### config.mk
export PLATFORM = sky130hd
export DESIGN_NAME = float_adder_flat
export DESIGN_NICKNAME = d
export VERILOG_FILES = /design/src/rtl/float_adder_if.sv /design/src/rtl/float_adder.sv /design/src/flat_wrapper.sv
export SDC_FILE = /design/constraint.sdc
export NUM_CORES = 1
export LEC_CHECK = 0
export CELL_PAD_IN_SITES_DETAIL_PLACEMENT = 2
export CELL_PAD_IN_SITES_GLOBAL_PLACEMENT = 2
export CORE_MARGIN = 1.5
export CORE_UTILIZATION = 41
export CTS_CLUSTER_DIAMETER = 120
export DETAILED_ROUTE_END_ITERATION = 6
export GPL_ROUTABILITY_DRIVEN = 0
export GPL_TIMING_DRIVEN = 0
export PLACE_DENSITY_LB_ADDON = 0.08
export SLEW_MARGIN = 20
export SYNTH_ARGS = -nofsm -noshare
export SYNTH_HDL_FRONTEND = slang
export SYNTH_SLANG_ARGS = --single-unit
### constraint.sdc
create_clock -name clk -period 8.3 [get_ports clk]
set_clock_uncertainty 0.15 [all_clocks]
set_input_delay 1.66 -clock clk [delete_from_list [all_inputs] [get_ports clk]]
set_output_delay 1.66 -clock clk [all_outputs]
set_load 0.05 [all_outputs]
### src/rtl/float_adder_if.sv
// float_adder_if
// Start/done request bus between a controlling FSM and the float_adder.
//   Start_Sig : master -> slave, operation request
//   A, B      : master -> slave, binary32 operands
//   Result    : slave -> master, registered binary32 sum
//   Done_Sig  : slave -> master, {invalid, underflow, overflow, done pulse}
interface float_adder_if;
    logic        Start_Sig;
    logic [31:0] A;
    logic [31:0] B;
    logic [31:0] Result;
    logic [3:0]  Done_Sig;

    modport master (output Start_Sig, A, B, input Result, Done_Sig);
    modport slave  (input Start_Sig, A, B, output Result, Done_Sig);
endinterface

### src/rtl/float_adder.sv
// float_adder
// Multi-cycle IEEE-754 binary32 adder, round-to-nearest-even.
// Stages: capture/unpack (IDLE) -> ALIGN -> ADD -> NORM -> ROUND -> DONE -> WAIT.
// Done_Sig[0] pulses for one cycle on the 5th rising edge after the capture edge,
// together with Result and the status flags Done_Sig[3:1].
// Ports:
//   clk   : clock, rising edge
//   rst_n : asynchronous active-low reset
//   bus   : float_adder_if.slave (Start_Sig, A, B in; Result, Done_Sig out)
// Optional feature macro: FLUSH_TO_ZERO_EN
//   defined   : subnormal inputs read as signed zero, subnormal results are
//               flushed to signed zero (underflow flag still raised)
//   undefined : gradual underflow
module float_adder (
    input  logic         clk,
    input  logic         rst_n,
    float_adder_if.slave bus
);

    typedef enum logic [2:0] {
        ST_IDLE, ST_ALIGN, ST_ADD, ST_NORM, ST_ROUND, ST_DONE, ST_WAIT
    } state_t;

    state_t state_q, state_d;

    // captured operands, unpacked
    logic        sign_a_q, sign_a_d, sign_b_q, sign_b_d;
    logic [7:0]  exp_a_q, exp_a_d, exp_b_q, exp_b_d;
    logic [23:0] man_a_q, man_a_d, man_b_q, man_b_d;
    logic        special_q, special_d, invalid_q, invalid_d;
    logic [31:0] special_res_q, special_res_d;
    // aligned operands
    logic        sign_l_q, sign_l_d, sub_q, sub_d;
    logic [7:0]  exp_l_q, exp_l_d;
    logic [23:0] man_l_q, man_l_d;
    logic [26:0] small_q, small_d;
    // sum: [27] carry, [26:3] significand, [2] guard, [1] round, [0] sticky
    logic [27:0] sum_q, sum_d;
    logic [26:0] norm_q, norm_d;
    logic [9:0]  exp_n_q, exp_n_d;
    logic [31:0] rres_q, rres_d;
    logic [2:0]  rflags_q, rflags_d;
    logic [31:0] result_q, result_d;
    logic [3:0]  done_q, done_d;

    // Unpack and classify the live bus operands; only consumed on the capture edge.
    logic [7:0]  a_exp, b_exp;
    logic        a_nan, b_nan, a_inf, b_inf;
    logic [23:0] a_man, b_man;
    logic [7:0]  a_eexp, b_eexp;

    assign a_exp  = bus.A[30:23];
    assign b_exp  = bus.B[30:23];
    assign a_nan  = (&a_exp) & (|bus.A[22:0]);
    assign b_nan  = (&b_exp) & (|bus.B[22:0]);
    assign a_inf  = (&a_exp) & ~(|bus.A[22:0]);
    assign b_inf  = (&b_exp) & ~(|bus.B[22:0]);
    // a zero exponent field behaves as exponent 1 with no hidden bit
    assign a_eexp = (a_exp == 8'd0) ? 8'd1 : a_exp;
    assign b_eexp = (b_exp == 8'd0) ? 8'd1 : b_exp;
`ifdef FLUSH_TO_ZERO_EN
    assign a_man  = (a_exp == 8'd0) ? 24'd0 : {1'b1, bus.A[22:0]};
    assign b_man  = (b_exp == 8'd0) ? 24'd0 : {1'b1, bus.B[22:0]};
`else
    assign a_man  = {a_exp != 8'd0, bus.A[22:0]};
    assign b_man  = {b_exp != 8'd0, bus.B[22:0]};
`endif

    // Special operands are resolved up front; the result then rides through the
    // remaining stages so the latency is identical to the arithmetic path.
    logic        spec_hit, spec_inv;
    logic [31:0] spec_res;

    always_comb begin
        spec_hit = a_nan | b_nan | a_inf | b_inf;
        spec_inv = a_nan | b_nan | (a_inf & b_inf & (bus.A[31] ^ bus.B[31]));
        if (spec_inv)
            spec_res = 32'h7FC0_0000;
        else if (a_inf)
            spec_res = bus.A;
        else
            spec_res = bus.B;
    end

    // Alignment: order by magnitude, then shift the smaller significand right,
    // keeping guard/round and collapsing everything below into sticky.
    logic        a_big;
    logic [7:0]  exp_big, exp_sml, align_diff;
    logic [23:0] man_big, man_sml;
    logic [49:0] align_shifted;
    logic [26:0] align_small;

    always_comb begin
        a_big         = {exp_a_q, man_a_q} >= {exp_b_q, man_b_q};
        exp_big       = a_big ? exp_a_q : exp_b_q;
        exp_sml       = a_big ? exp_b_q : exp_a_q;
        man_big       = a_big ? man_a_q : man_b_q;
        man_sml       = a_big ? man_b_q : man_a_q;
        align_diff    = exp_big - exp_sml;
        align_shifted = {man_sml, 26'd0} >> align_diff;
        if (align_diff >= 8'd26)
            align_small = {26'd0, |man_sml};
        else
            align_small = {align_shifted[49:24], |align_shifted[23:0]};
    end

    // Normalization: a carry shifts right once; otherwise shift left by the
    // leading-zero count, clamped so the exponent never drops below 1.
    logic [9:0]  lz, max_sh, norm_sh;
    logic [26:0] norm_val;
    logic [9:0]  norm_exp;

    always_comb begin
        lz = 10'd27;
        for (int i = 0; i <= 26; i++) begin
            if (sum_q[i])
                lz = 10'(26 - i);
        end
        max_sh  = {2'b00, exp_l_q} - 10'd1;
        norm_sh = (lz < max_sh) ? lz : max_sh;
        if (sum_q[27]) begin
            norm_val = {sum_q[27:2], sum_q[1] | sum_q[0]};
            norm_exp = {2'b00, exp_l_q} + 10'd1;
        end else begin
            norm_val = sum_q[26:0] << norm_sh;
            norm_exp = {2'b00, exp_l_q} - norm_sh;
        end
    end

    // Round to nearest even and pack; a clear hidden bit means a subnormal
    // (encoded exponent 0) since normalization stopped at exponent 1.
    logic        rnd_inc;
    logic [24:0] rnd_sum;
    logic [23:0] mant_r;
    logic [9:0]  exp_r;
    logic [31:0] rnd_res;
    logic [2:0]  rnd_flags;

    always_comb begin
        rnd_inc = norm_q[2] & (norm_q[1] | norm_q[0] | norm_q[3]);
        rnd_sum = {1'b0, norm_q[26:3]} + {24'd0, rnd_inc};
        if (rnd_sum[24]) begin
            mant_r = rnd_sum[24:1];
            exp_r  = exp_n_q + 10'd1;
        end else begin
            mant_r = rnd_sum[23:0];
            exp_r  = exp_n_q;
        end
        rnd_flags = 3'b000;
        if (special_q) begin
            rnd_res   = special_res_q;
            rnd_flags = {invalid_q, 2'b00};
        end else if (norm_q == 27'd0) begin
            // exact zero is -0 only when both addends were negative
            rnd_res = {sign_a_q & sign_b_q, 31'd0};
        end else if (mant_r[23] && (exp_r >= 10'd255)) begin
            rnd_res   = {sign_l_q, 8'hFF, 23'd0};
            rnd_flags = 3'b001;
        end else if (!mant_r[23]) begin
            rnd_flags = {1'b0, |mant_r[22:0], 1'b0};
`ifdef FLUSH_TO_ZERO_EN
            rnd_res   = {sign_l_q, 31'd0};
`else
            rnd_res   = {sign_l_q, 8'd0, mant_r[22:0]};
`endif
        end else begin
            rnd_res = {sign_l_q, exp_r[7:0], mant_r[22:0]};
        end
    end

    // State register.
    always_ff @(posedge clk or negedge rst_n) begin
        if (!rst_n)
            state_q <= ST_IDLE;
        else
            state_q <= state_d;
    end

    // Next-state logic; WAIT blocks a held Start_Sig from retriggering.
    always_comb begin
        state_d = state_q;
        case (state_q)
            ST_IDLE:  if (bus.Start_Sig) state_d = ST_ALIGN;
            ST_ALIGN: state_d = ST_ADD;
            ST_ADD:   state_d = ST_NORM;
            ST_NORM:  state_d = ST_ROUND;
            ST_ROUND: state_d = ST_DONE;
            ST_DONE:  state_d = ST_WAIT;
            ST_WAIT:  if (!bus.Start_Sig) state_d = ST_IDLE;
            default:  state_d = ST_IDLE;
        endcase
    end

    // Per-state datapath register loads; everything holds unless its stage runs.
    always_comb begin
        sign_a_d      = sign_a_q;
        sign_b_d      = sign_b_q;
        exp_a_d       = exp_a_q;
        exp_b_d       = exp_b_q;
        man_a_d       = man_a_q;
        man_b_d       = man_b_q;
        special_d     = special_q;
        invalid_d     = invalid_q;
        special_res_d = special_res_q;
        sign_l_d      = sign_l_q;
        sub_d         = sub_q;
        exp_l_d       = exp_l_q;
        man_l_d       = man_l_q;
        small_d       = small_q;
        sum_d         = sum_q;
        norm_d        = norm_q;
        exp_n_d       = exp_n_q;
        rres_d        = rres_q;
        rflags_d      = rflags_q;
        result_d      = result_q;
        done_d        = 4'b0000;
        case (state_q)
            ST_IDLE: begin
                if (bus.Start_Sig) begin
                    sign_a_d      = bus.A[31];
                    sign_b_d      = bus.B[31];
                    exp_a_d       = a_eexp;
                    exp_b_d       = b_eexp;
                    man_a_d       = a_man;
                    man_b_d       = b_man;
                    special_d     = spec_hit;
                    invalid_d     = spec_inv;
                    special_res_d = spec_res;
                end
            end
            ST_ALIGN: begin
                sign_l_d = a_big ? sign_a_q : sign_b_q;
                sub_d    = sign_a_q ^ sign_b_q;
                exp_l_d  = exp_big;
                man_l_d  = man_big;
                small_d  = align_small;
            end
            ST_ADD: begin
                if (sub_q)
                    sum_d = {1'b0, man_l_q, 3'b000} - {1'b0, small_q};
                else
                    sum_d = {1'b0, man_l_q, 3'b000} + {1'b0, small_q};
            end
            ST_NORM: begin
                norm_d  = norm_val;
                exp_n_d = norm_exp;
            end
            ST_ROUND: begin
                rres_d   = rnd_res;
                rflags_d = rnd_flags;
            end
            ST_DONE: begin
                result_d = rres_q;
                done_d   = {rflags_q, 1'b1};
            end
            default: ;
        endcase
    end

    // Datapath and output registers.
    always_ff @(posedge clk or negedge rst_n) begin
        if (!rst_n) begin
            sign_a_q      <= 1'b0;
            sign_b_q      <= 1'b0;
            exp_a_q       <= '0;
            exp_b_q       <= '0;
            man_a_q       <= '0;
            man_b_q       <= '0;
            special_q     <= 1'b0;
            invalid_q     <= 1'b0;
            special_res_q <= '0;
            sign_l_q      <= 1'b0;
            sub_q         <= 1'b0;
            exp_l_q       <= '0;
            man_l_q       <= '0;
            small_q       <= '0;
            sum_q         <= '0;
            norm_q        <= '0;
            exp_n_q       <= '0;
            rres_q        <= '0;
            rflags_q      <= '0;
            result_q      <= '0;
            done_q        <= '0;
        end else begin
            sign_a_q      <= sign_a_d;
            sign_b_q      <= sign_b_d;
            exp_a_q       <= exp_a_d;
            exp_b_q       <= exp_b_d;
            man_a_q       <= man_a_d;
            man_b_q       <= man_b_d;
            special_q     <= special_d;
            invalid_q     <= invalid_d;
            special_res_q <= special_res_d;
            sign_l_q      <= sign_l_d;
            sub_q         <= sub_d;
            exp_l_q       <= exp_l_d;
            man_l_q       <= man_l_d;
            small_q       <= small_d;
            sum_q         <= sum_d;
            norm_q        <= norm_d;
            exp_n_q       <= exp_n_d;
            rres_q        <= rres_d;
            rflags_q      <= rflags_d;
            result_q      <= result_d;
            done_q        <= done_d;
        end
    end

    assign bus.Result   = result_q;
    assign bus.Done_Sig = done_q;

endmodule

### src/flat_wrapper.sv
// flat-port wrapper written by rule: the top's interface ports become plain ports
module float_adder_flat 
  (clk, rst_n, bus_Start_Sig, bus_A, bus_B, bus_Result, bus_Done_Sig);
  float_adder_if bus_i ();
  input  logic clk;
  input  logic rst_n;
  input wire logic [$bits(bus_i.Start_Sig)-1:0] bus_Start_Sig;
  input wire logic [$bits(bus_i.A)-1:0] bus_A;
  input wire logic [$bits(bus_i.B)-1:0] bus_B;
  output wire logic [$bits(bus_i.Result)-1:0] bus_Result;
  output wire logic [$bits(bus_i.Done_Sig)-1:0] bus_Done_Sig;
  assign bus_i.Start_Sig = bus_Start_Sig;
  assign bus_i.A = bus_A;
  assign bus_i.B = bus_B;
  assign bus_Result = bus_i.Result;
  assign bus_Done_Sig = bus_i.Done_Sig;
  float_adder u_core (.clk(clk), .rst_n(rst_n), .bus(bus_i));
endmodule
Yosys cells after proc, flatten, opt, wreduce, memory -nomap -nowiden --
Index checks and enable logic that the tools add are counted.
Storage, ports and cells: bits in registers 300, output and inout port bits 36, word-level logic and storage cells 134
Cells by class: $add $sub $neg 8, order comparisons 4, equal/unequal tests 8, shift-type cells 2, mux-type cells 55, bitwise gates (word level) 19, reduce and logical (&&, ||, !) cells 16
Operators with widths (count):
- $mux W32 | 4
- $mux W5 | 16
- $mux W24 | 3
- $reduce_or A23 Y1 | 3
- $mux W31 | 2
- $mux W27 | 2
- $shr A50 B8 Y50 | 1
- $reduce_or A24 Y1 | 2
- $mux W4 | 9
- $ge A32 B32 Y1 | 1
- $mux W8 | 4
- $mux W10 | 3
- $add A27 B27 Y28 | 1
- $mux W28 | 1
- $sub A27 B27 Y28 | 1
- $logic_not A27 Y1 | 1
- $shl A27 B10 Y27 | 1
- $add A24 B1 Y25 | 1
- $pmux W3 S7 | 1
- $logic_not A8 Y1 | 2
- $reduce_and A8 Y1 | 2
- $reduce_bool A8 Y1 | 2
- $mux W3 | 5
- $add A10 B1 Y10 const B | 1
- 20 further kinds | 43

Longest topological paths before layout --
Gate-level depths: netlist (run 1).
depth after elaboration 31, mapped depth 28

Least setup slack after synthesis (run 1) --
Ideal clock, no wire load.
kind register to register, start point register u_core.sum_q[3], end point register u_core.exp_n_q[7], data arrival time 5.183 ns, required time 8.015 ns, slack 2.832 ns, cell stages (with the launch flop) 25, path buffers 3, cells stage by stage dfrtp_1 -> clkbuf_1 -> o31ai_1 -> a211oi_1 -> o31ai_1 -> a211oi_1 -> nor3_1 -> nor3_1 -> o31ai_1 -> inv_1 -> ha_1 -> o31a_1 -> nand2_1 -> mux2i_1 -> clkbuf_1 -> clkbuf_1 -> ha_1 -> o21ai_0 -> nand2b_1 -> a21o_1 -> a21o_1 -> or4_1 -> nand2_1 -> xnor2_1 -> o21ai_0
Between the ends: longest elaborated chain between the ends 28
Ends and longest elaborated chain:
- start: declaration | RTL line float_adder.sv:38 | logic [27:0] sum_q, sum_d;
- start signal: assignment | RTL line float_adder.sv:299 | sum_q <= sum_d;
- $mux W4 (*) (8 in a row) | RTL line float_adder.sv:116 | if (sum_q[i])
- $mux W5 (*) (16 in a row) | RTL line float_adder.sv:116
- $lt A5 B10 Y1 | RTL line float_adder.sv:120 | norm_sh = (lz < max_sh) ? lz : max_sh;
- $mux W10 (*) | RTL line float_adder.sv:120
- $sub A8 B10 Y10 (*) | RTL line float_adder.sv:126 | norm_exp = {2'b00, exp_l_q} - norm_sh;
- $mux W10 (*) | RTL line float_adder.sv:121 | if (sum_q[27]) begin
- end signal: assignment | RTL line float_adder.sv:301 | exp_n_q <= exp_n_d;
- end: declaration | RTL line float_adder.sv:40 | logic [9:0] exp_n_q, exp_n_d;
Every way passes the cells marked *; elsewhere a longest branch is shown, timed or not. A chain may end at the register's enable or synchronous reset.

Worst setup path in the final report (run 1) --
start point register u_core.exp_a_q[5], end point register u_core.small_q[0]
Between the ends: longest elaborated chain between the ends 6
Ends and longest elaborated chain:
- start: declaration | RTL line float_adder.sv:28 | logic [7:0] exp_a_q, exp_a_d, exp_b_q, exp_b_d;
- start signal: assignment | RTL line float_adder.sv:287 | exp_a_q <= exp_a_d;
- $ge A32 B32 Y1 | RTL line float_adder.sv:94 | a_big = {exp_a_q, man_a_q} >= {exp_b_q, man_b_q};
- $mux W8 (on tied branches) | RTL line float_adder.sv:95, float_adder.sv:96
- $sub A8 B8 Y8 | RTL line float_adder.sv:99 | align_diff = exp_big - exp_sml;
- $shr A50 B8 Y50 | RTL line float_adder.sv:100 | align_shifted = {man_sml, 26'd0} >> align_diff;
- $reduce_or A24 Y1 | RTL line float_adder.sv:104 | align_small = {align_shifted[49:24], |align_shifted[23:0]};
- $mux W27 (*) | RTL line float_adder.sv:101 | if (align_diff >= 8'd26)
- end signal: assignment | RTL line float_adder.sv:298 | small_q <= small_d;
- end: declaration | RTL line float_adder.sv:36 | logic [26:0] small_q, small_d;
Marks and branches as above.

==> results of run 1 <==
sequential cells by signal, summed over array words and instances, names as in the netlist:
name	count
u_core.bus.Done_Sig	4
u_core.bus.Result	32
u_core.exp_a_q	8
u_core.exp_b_q	8
u_core.exp_l_q	8
u_core.exp_n_q	10
u_core.invalid_q	1
u_core.man_a_q	24
u_core.man_b_q	24
u_core.man_l_q	24
u_core.norm_q	27
u_core.rflags_q	3
u_core.rres_q	32
u_core.sign_a_q	1
u_core.sign_b_q	1
u_core.sign_l_q	1
u_core.small_q	27
u_core.special_q	1
u_core.special_res_q	32
u_core.state_q	3
u_core.sub_q	1
u_core.sum_q	28
critical path, stage by stage (launching register included):
cell and delay, ns:
sky130_fd_sc_hd__dfrtp_1 0.48, sky130_fd_sc_hd__ha_1 0.33, sky130_fd_sc_hd__buf_2 0.17, sky130_fd_sc_hd__nand4_1 0.27, sky130_fd_sc_hd__nor4_2 0.59, sky130_fd_sc_hd__o211ai_1 0.23
sky130_fd_sc_hd__a21oi_2 0.46, sky130_fd_sc_hd__nor2_1 0.25, sky130_fd_sc_hd__a21oi_1 0.39, sky130_fd_sc_hd__ha_1 0.26, sky130_fd_sc_hd__clkbuf_1 0.56, sky130_fd_sc_hd__clkbuf_1 0.63
sky130_fd_sc_hd__clkbuf_1 0.53, sky130_fd_sc_hd__o21ai_0 0.16, sky130_fd_sc_hd__a221oi_1 0.27, sky130_fd_sc_hd__o32ai_1 0.19, sky130_fd_sc_hd__or4b_1 0.58, sky130_fd_sc_hd__o311ai_0 0.60
sky130_fd_sc_hd__mux2i_1 0.18, sky130_fd_sc_hd__o21ai_0 0.24, sky130_fd_sc_hd__a31oi_1 0.12
layer usage:
metal	vias up	wire, um	global-route usage
met5	-	10	0
met4	2	4470	0.155
met3	251	4500	0.0468
met2	716	46300	0.621
met1	11100	38600	0.442
li1	9411	-	-
through the flow:
stage	setup WS (ns)	setup TNS, ns	util	instance area [sq um]
6_report	0.478	0	0.481	24100
5_1_grt	0.181	0	0.481	24100
4_1_cts	0.706	0	0.481	24100
3_5_place_dp	0.791	0	0.456	22900
3_3_place_gp	-7.58	-2258.49	0.454	22800
2_1_floorplan	2.83	0	-	20900
cells by family (layout without fill, tap and decap cells):
| logic type | after synthesis | after routing |
|---|---|---|
| AND/OR/NAND/NOR | 949 | 949 |
| AO/OA/AOI/OAI | 698 | 698 |
| flip-flops | 300 | 300 |
| buffers and inverters | 282 | 456 |
| multiplexers | 155 | 155 |
| adder cells (fa/ha/maj) | 98 | 98 |
| XOR/XNOR | 70 | 70 |
how the worst min path moves through the flow:
stage                                             to  slack, ns  cells past startpoint
floorplan             u_core.rflags_q[2]$_DFFE_PN0P_       0.28                      2
global placement      u_core.rflags_q[1]$_DFFE_PN0P_       0.30                      2
detailed placement  u_core.bus.Result[9]$_DFFE_PN0P_       0.32                      2
CTS                 u_core.bus.Result[9]$_DFFE_PN0P_       0.33                      2
global route          u_core.rflags_q[2]$_DFFE_PN0P_       0.35                      2
finish              u_core.bus.Result[9]$_DFFE_PN0P_       0.34                      2
Yosys cell counts (7+ instances only):
cell	n	area [sq um]
sky130_fd_sc_hd__nand2_1	473	1780
sky130_fd_sc_hd__dfrtp_1	300	7510
sky130_fd_sc_hd__o21ai_0	213	1070
sky130_fd_sc_hd__nor2_1	203	762
sky130_fd_sc_hd__a21oi_1	165	826
sky130_fd_sc_hd__clkbuf_1	128	480
sky130_fd_sc_hd__mux2i_1	123	1230
sky130_fd_sc_hd__inv_1	112	420
sky130_fd_sc_hd__ha_1	96	1200
sky130_fd_sc_hd__nor3_1	48	240
sky130_fd_sc_hd__xnor2_1	44	385
sky130_fd_sc_hd__nor4_1	40	250
sky130_fd_sc_hd__nand3_1	39	195
sky130_fd_sc_hd__a22o_1	38	333
sky130_fd_sc_hd__o22ai_1	35	219
sky130_fd_sc_hd__a31oi_1	30	188
sky130_fd_sc_hd__a221oi_1	26	228
sky130_fd_sc_hd__buf_2	26	130
sky130_fd_sc_hd__xor2_1	25	219
sky130_fd_sc_hd__nand4_1	22	138
sky130_fd_sc_hd__o211ai_1	22	165
sky130_fd_sc_hd__mux2_2	20	225
sky130_fd_sc_hd__nand2b_1	20	125
sky130_fd_sc_hd__o31ai_1	19	143
sky130_fd_sc_hd__and3_1	18	113
sky130_fd_sc_hd__a211oi_1	17	128
sky130_fd_sc_hd__and2_1	17	106
sky130_fd_sc_hd__a21o_1	16	120
sky130_fd_sc_hd__buf_1	13	48.8
sky130_fd_sc_hd__nor2b_1	13	81.3
sky130_fd_sc_hd__mux4_2	11	248
sky130_fd_sc_hd__or3_1	11	68.8
sky130_fd_sc_hd__and4_1	9	78.8
sky130_fd_sc_hd__o21a_1	9	67.6
sky130_fd_sc_hd__o21bai_1	9	67.6
sky130_fd_sc_hd__or4_1	9	67.6
sky130_fd_sc_hd__a32oi_1	8	70.1
sky130_fd_sc_hd__o32a_1	7	70.1
final cells by class:
| cell class | count | area, sq um | area share |
|---|---|---|---|
| repair buffers | 106 | 1110 | 0.0461 |
| flip-flops and latches | 300 | 7510 | 0.311 |
| inverters | 114 | 428 | 0.0177 |
| well taps | 672 | 841 | 0.0348 |
| multi-input cells | 1970 | 12300 | 0.510 |
| clock inverters | 17 | 215 | 0.00892 |
| clock buffers | 51 | 1060 | 0.0439 |
| plain buffers | 168 | 671 | 0.0278 |
==> results.txt, run 1 <==
* Result of the run: finished, final reports clean
- Of the cells placed in the final design, the portion with a size suffix greater than 1 is 0.0558.
* Global-route wire length before repair: 145 mm
* Max FO, Critical Path: 10
- Final number of setup-violating endpoints: 0
* FF+latch count, synth: 300
- Worst Setup End Kind: register
- The tree is rooted in a sky130_fd_sc_hd__clkbuf_16.
* Largest family of logic cells by synthesized area: compound AO/OA/AOI/OAI gates
- No sink is reached through more buffers than the 3 on the longest clock path.
- Summed over all layers, the global routing overflow is 0.
- For this run, the total global-route usage over all layers was measured as 0.357.
- Count of routing violations after the opening detailed-route iteration: 1,718
- The number of cells on the worst reg-to-reg path is 20.
* Total number of clock tree sinks: 300
- In this run, placement finished with an instance count of 3,330.
* Synthesis-to-layout area growth: 15.5%
* Post-synthesis share of cell area spent on xor and xnor gates: 0.0297
- Count of port buffers added during placement: 102
- The final hold violation count is 0.
- Setup repair after global routing left no endpoint under its margin.
- Leaving out fill and tap cells, the most frequent cells in the layout are sky130_fd_sc_hd__nand2_1 (473), sky130_fd_sc_hd__dfrtp_1 (300), sky130_fd_sc_hd__o21ai_0 (213).
- The routed design could run at a clock period as short as 7.82 ns.
- Number of cells upsized or downsized after cts: 0
- At the worst endpoint, the required time is 8.59 ns.
- Antenna violations before repair: 1
- The total area inside the core boundary comes to 50,200 sq um.
* Row count: 82
- Of the total synthesized cell area, the portion taken by AND, OR, NAND and NOR gates is 0.203.
- When the netlist entered floorplanning its net count stood at 2,717.
* Remaining number of nets flagged by the antenna check after routing: 0
- The clock tree synthesis step divided the H-tree into 2 levels.
- Synthesis handed over a netlist of 2,552 instances.
* Post-Route WL: 93.9 mm
- Primary flip-flop cell chosen by synthesis mapping: sky130_fd_sc_hd__dfrtp_1
* Minimum setup slack among reg-to-reg paths: 0.48 ns
- Max_slew headroom: 0.319
* Share of synthesized cell area in full adder, half adder and majority cells: 0.0594
- The share of the Yosys chip area taken by registers is 0.359.
- The wire-length estimate of the detail-placed layout is 71.0 mm.
- End of the worst register-to-register path: u_core.small_q[0]$_DFFE_PN0P_
- Critical Path AT: 8.11 ns
* Number of global-route vias before repair: 23,400
* Launch point of the worst path: u_core.exp_a_q[5]$_DFFE_PN0P_
- For this design the top-level I/O count stands at 103.
* Worst hold-check slack: 0.336 ns
* Area of the die: 52,300 sq um
- Summing every instance area after synthesis gives 20,900 sq um.
- Wirelength per Cell: 27.6 um
- During synthesis, Yosys emitted a total of 0 warnings.
- The max-slew violation count is 0.
- 0 antenna diodes ended up in the layout.
* Transition time at the pin with the least slew margin: 0.992 ns
* TritonCTS clock tree: done
- Count of flip-flops with a built-in enable after synthesis: 0
- Die Y: 229 um
- Syn_area_per_cell: 8.19 sq um
- Clock-pin slew of the registers on the worst-case setup and hold paths: 0.06 ns
* Launching point of the worst reg2reg path: u_core.exp_a_q[5]$_DFFE_PN0P_
- Entering global routing, the biggest net connects 100 pins.
- Post-CTS Repair Setup Buffers: 0
* Net count of the finished layout: 2,862
- Counting the fill cells in the layout gives 5,586.
* Portion of netlist area occupied by mux cells: 0.0822
- Share of synthesized flip-flops with an asynchronous set or reset: 1.00
- Post-layout instance count excluding filler cells: 3,398
- Crit path capture: u_core.small_q[0]$_DFFE_PN0P_
- Max-capacitance violation count: 0
- Startpoint of the tightest hold check path: u_core.rres_q[9]$_DFFE_PN0P_
- Drt via density: 6.31
- Startpoint Class: register
- The die is 229 um wide.
* CTS hold repair buffers: 0
* Final period util: 0.942
* Overall via count from detail_route: 21,500
- The compound-cell area share of the yosys netlist is 0.213.
- The first TritonRoute pass finished after 5 iterations.
- Clk Latency, worst-skew pair: 0.58 ns
- For this run, design rule violations remaining after detail routing come to 0.
- Initial cell density of the core: 0.416
- Start-to-end type of the worst setup path: register to register
- Counting the buffers created by CTS gives 37.
- Leading cell type in the layout, fill and taps excluded: sky130_fd_sc_hd__nand2_1
- The tightest min-delay check is of the register to register type.
- Counting distinct cell types in the post-synthesis netlist gives 87.
- Based on the critical path, the design can be clocked at up to 0.128 GHz.
Power of run 1 is left out: the tool's default activity adds up to more than one toggle a clock period on the data nets, which glitch-free logic cannot reach.
==> run 2, diff against run 1 <==
CELL_PAD_IN_SITES_DETAIL_PLACEMENT = 1   (was 2)
CELL_PAD_IN_SITES_GLOBAL_PLACEMENT = 1   (was 2)
CORE_UTILIZATION = 50   (was 41)
HOLD_SLACK_MARGIN = 0.05   (was unset)
==> run 2 against run 1 <==
Net effect:
- the run now ends with design-rule violations left
- flip-flop and latch count is the same
- sequential share of layout area up 0.38 points
- clock-buffer cell count is 5 lower
- final area down 1.2%
- hold slack got worse by 0.0086 ns
- wire length shrank 13%
- global-route usage rose by 1.7 points
- utilization rose by 10 points
- fmax up 5.0%
- non-clock buffer count is 1 lower
- worst setup slack gained 0.37 ns
- critical path depth did not move
- critical endpoint unchanged
- largest cell class unchanged
- highest routed layer unchanged
==> results.txt, run 2 (synthesis results as in run 1) <==
- Start-to-end type of the worst setup path: register to register
- Die Y: 207 um
- Antenna violations before repair: 1
- The initial utilization of the core area, before any placement, comes to 0.509.
- For this design, the CTS-stage hold fixing added 0 buffers.
- Across every metal layer, demand over resource in global routing totals 0.374.
- TritonCTS clock tree: done
- Across the run, the number of max-cap violations was 0.
- Along the worst path, the maximum fanout reaches 10.
- Global-route wire length before repair: 127 mm
* Minimum setup slack among reg-to-reg paths: 0.85 ns
* Violations in the final reports: design-rule violations
* Critical Path AT: 7.73 ns
- Required time of the worst setup path: 8.58 ns
- Static timing analysis puts the maximum clock frequency at 0.134 GHz.
- Worst Setup End Kind: register
- Number of global-route vias before repair: 22,200
* Core area: 41,000 sq um
- CTS H-tree lvls: 2
- After clock tree synthesis, the clock-pin slew on the worst setup and hold paths is 0.06 ns.
- Final period util: 0.898
- Fill cell total of the finished layout: 5,007
- Using the TritonRoute via totals, the vias-per-cell ratio works out to 6.52.
- Number of cells upsized or downsized after cts: 0
- Remaining number of nets flagged by the antenna check after routing: 0
- The final hold violation count was 0.
* Largest net degree at the start of global routing: 102
- After the first detailed-routing iteration, the DRC count stood at 1,927.
- Max clock buf depth: 3
* Setup repair after global routing missed its margin: false
- Count of unresolved DRC violations after routing: 2
- Commonest non-fill, non-tap cells in the layout: sky130_fd_sc_hd__nand2_1 (473), sky130_fd_sc_hd__dfrtp_1 (300), sky130_fd_sc_hd__o21ai_0 (213)
- The die covers 43,000 sq um.
- Total iterations of the first detailed-routing run: 7
- Leaving out fill and tap cells, the most frequent cell in the layout is sky130_fd_sc_hd__nand2_1.
- The run finished, with violations left.
- After the last flow step, the layout net total stands at 2,858.
- Count of inserted antenna diode cells: 0
- The area growth from synthesis to layout is 14.1%.
- Row count: 74
* Overall via count from detail_route: 21,200
- Total number of clock tree sinks: 300
- Clk Latency, worst-skew pair: 0.55 ns
- Excluding fillers, the count of instances in the completed layout stands at 3,251.
- Once placement completed, the tool counted placed cells totaling 3,189.
- Worst min-delay path endpoint: u_core.bus.Result[9]$_DFFE_PN0P_
- Port buffering added 102 buffers.
- Max-slew violation count: 0
- Global route overflow: 0
- Wires add up to 81.3 mm.
* Class of the tightest hold or removal check: register to register
* Width of the die: 207 um
- Startpoint of the tightest hold check path: u_core.bus.Result[9]$_DFFE_PN0P_
- The cell sitting at the root of the clock tree is a sky130_fd_sc_hd__clkbuf_16.
- Worst reg-to-reg path cell count: 20
* Startpoint Class: register
- Number of primary I/O pins: 103
- The worst hold path was traced through 2 stages.
- Wirelength per Cell: 25.0 um
- Launching point of the worst reg2reg path: u_core.exp_a_q[5]$_DFFE_PN0P_
* Clock buffer count from CTS: 34
* Max_slew headroom: 0.331
- Final number of setup-violating endpoints: 0
- End of the worst register-to-register path: u_core.small_q[0]$_DFFE_PN0P_
* Min cycle time layout: 7.45 ns
- Detailed placement HPWL: 61.7 mm
- Post-CTS Repair Setup Buffers: 0
- Fraction of final layout cells sized beyond drive strength 1: 0.0541
- At the pin with the least slew margin, the transition time is 0.997 ns.
## run 2: metrics by stage
step                      hold slack [ns]  utilization  setup slack, ns  TNS [ns]  instance area (sq um)
after global routing                0.344        0.581            0.636         0                  23800
after floorplan                     0.281            -             2.83         0                  20900
after detailed placement            0.311        0.553             1.15         0                  22700
after CTS                           0.329        0.581             1.12         0                  23800
final                               0.327        0.581            0.850         0                  23800
after global placement              0.300        0.550            -7.33  -2183.59                  22600
## run 2: worst max path at each step
| stage | from | end | slack [ns] | depth (start not counted) |
|---|---|---|---|---|
| final | u_core.exp_a_q[5]$_DFFE_PN0P_ | u_core.small_q[0]$_DFFE_PN0P_ | 0.85 | 20 |
| after global routing | u_core.exp_a_q[5]$_DFFE_PN0P_ | u_core.small_q[0]$_DFFE_PN0P_ | 0.64 | 20 |
| after CTS | u_core.exp_a_q[5]$_DFFE_PN0P_ | u_core.small_q[0]$_DFFE_PN0P_ | 1.12 | 20 |
| after detailed placement | u_core.exp_a_q[5]$_DFFE_PN0P_ | u_core.small_q[0]$_DFFE_PN0P_ | 1.15 | 20 |
| after global placement | rst_n | u_core.man_a_q[7]$_DFFE_PN0P_ | -7.33 | 1 |
| after floorplan | u_core.sum_q[3]$_DFFE_PN0P_ | u_core.exp_n_q[7]$_DFFE_PN0P_ | 2.83 | 24 |
## run 2: per-layer routing
| layer | track usage | wire length [um] |
|---|---|---|
| met5 | 0 | 11 |
| met4 | 0.184 | 4290 |
| met3 | 0.0508 | 5370 |
| met2 | 0.634 | 39100 |
| met1 | 0.469 | 32600 |
## run 2: area by class of cell
| cell class | count | area (sq um) | area share |
|---|---|---|---|
| buffer | 168 | 671 | 0.0281 |
| sequential | 300 | 7510 | 0.315 |
| tap | 532 | 666 | 0.0279 |
| timing repair buffer | 105 | 1110 | 0.0465 |
| clock inverter | 16 | 186 | 0.00782 |
| inverter | 114 | 428 | 0.0179 |
| clock buffer | 46 | 976 | 0.0409 |
| multi-input combinational | 1970 | 12300 | 0.516 |
## run 2: worst max-delay path: stages (launching register included)
cell and delay [ns]:
sky130_fd_sc_hd__dfrtp_1 0.48, sky130_fd_sc_hd__ha_1 0.32, sky130_fd_sc_hd__buf_2 0.19, sky130_fd_sc_hd__nand4_1 0.23
sky130_fd_sc_hd__nor4_2 0.55, sky130_fd_sc_hd__o211ai_1 0.23, sky130_fd_sc_hd__a21oi_2 0.50, sky130_fd_sc_hd__nor2_1 0.25
sky130_fd_sc_hd__a21oi_1 0.38, sky130_fd_sc_hd__ha_1 0.26, sky130_fd_sc_hd__clkbuf_1 0.52, sky130_fd_sc_hd__clkbuf_1 0.60
sky130_fd_sc_hd__clkbuf_1 0.51, sky130_fd_sc_hd__o21ai_0 0.15, sky130_fd_sc_hd__a221oi_1 0.32, sky130_fd_sc_hd__o32ai_1 0.19
sky130_fd_sc_hd__or4b_1 0.56, sky130_fd_sc_hd__o311ai_0 0.52, sky130_fd_sc_hd__mux2i_1 0.14, sky130_fd_sc_hd__o21ai_0 0.18
sky130_fd_sc_hd__a31oi_1 0.11
Power of run 2 is left out for the same reason.
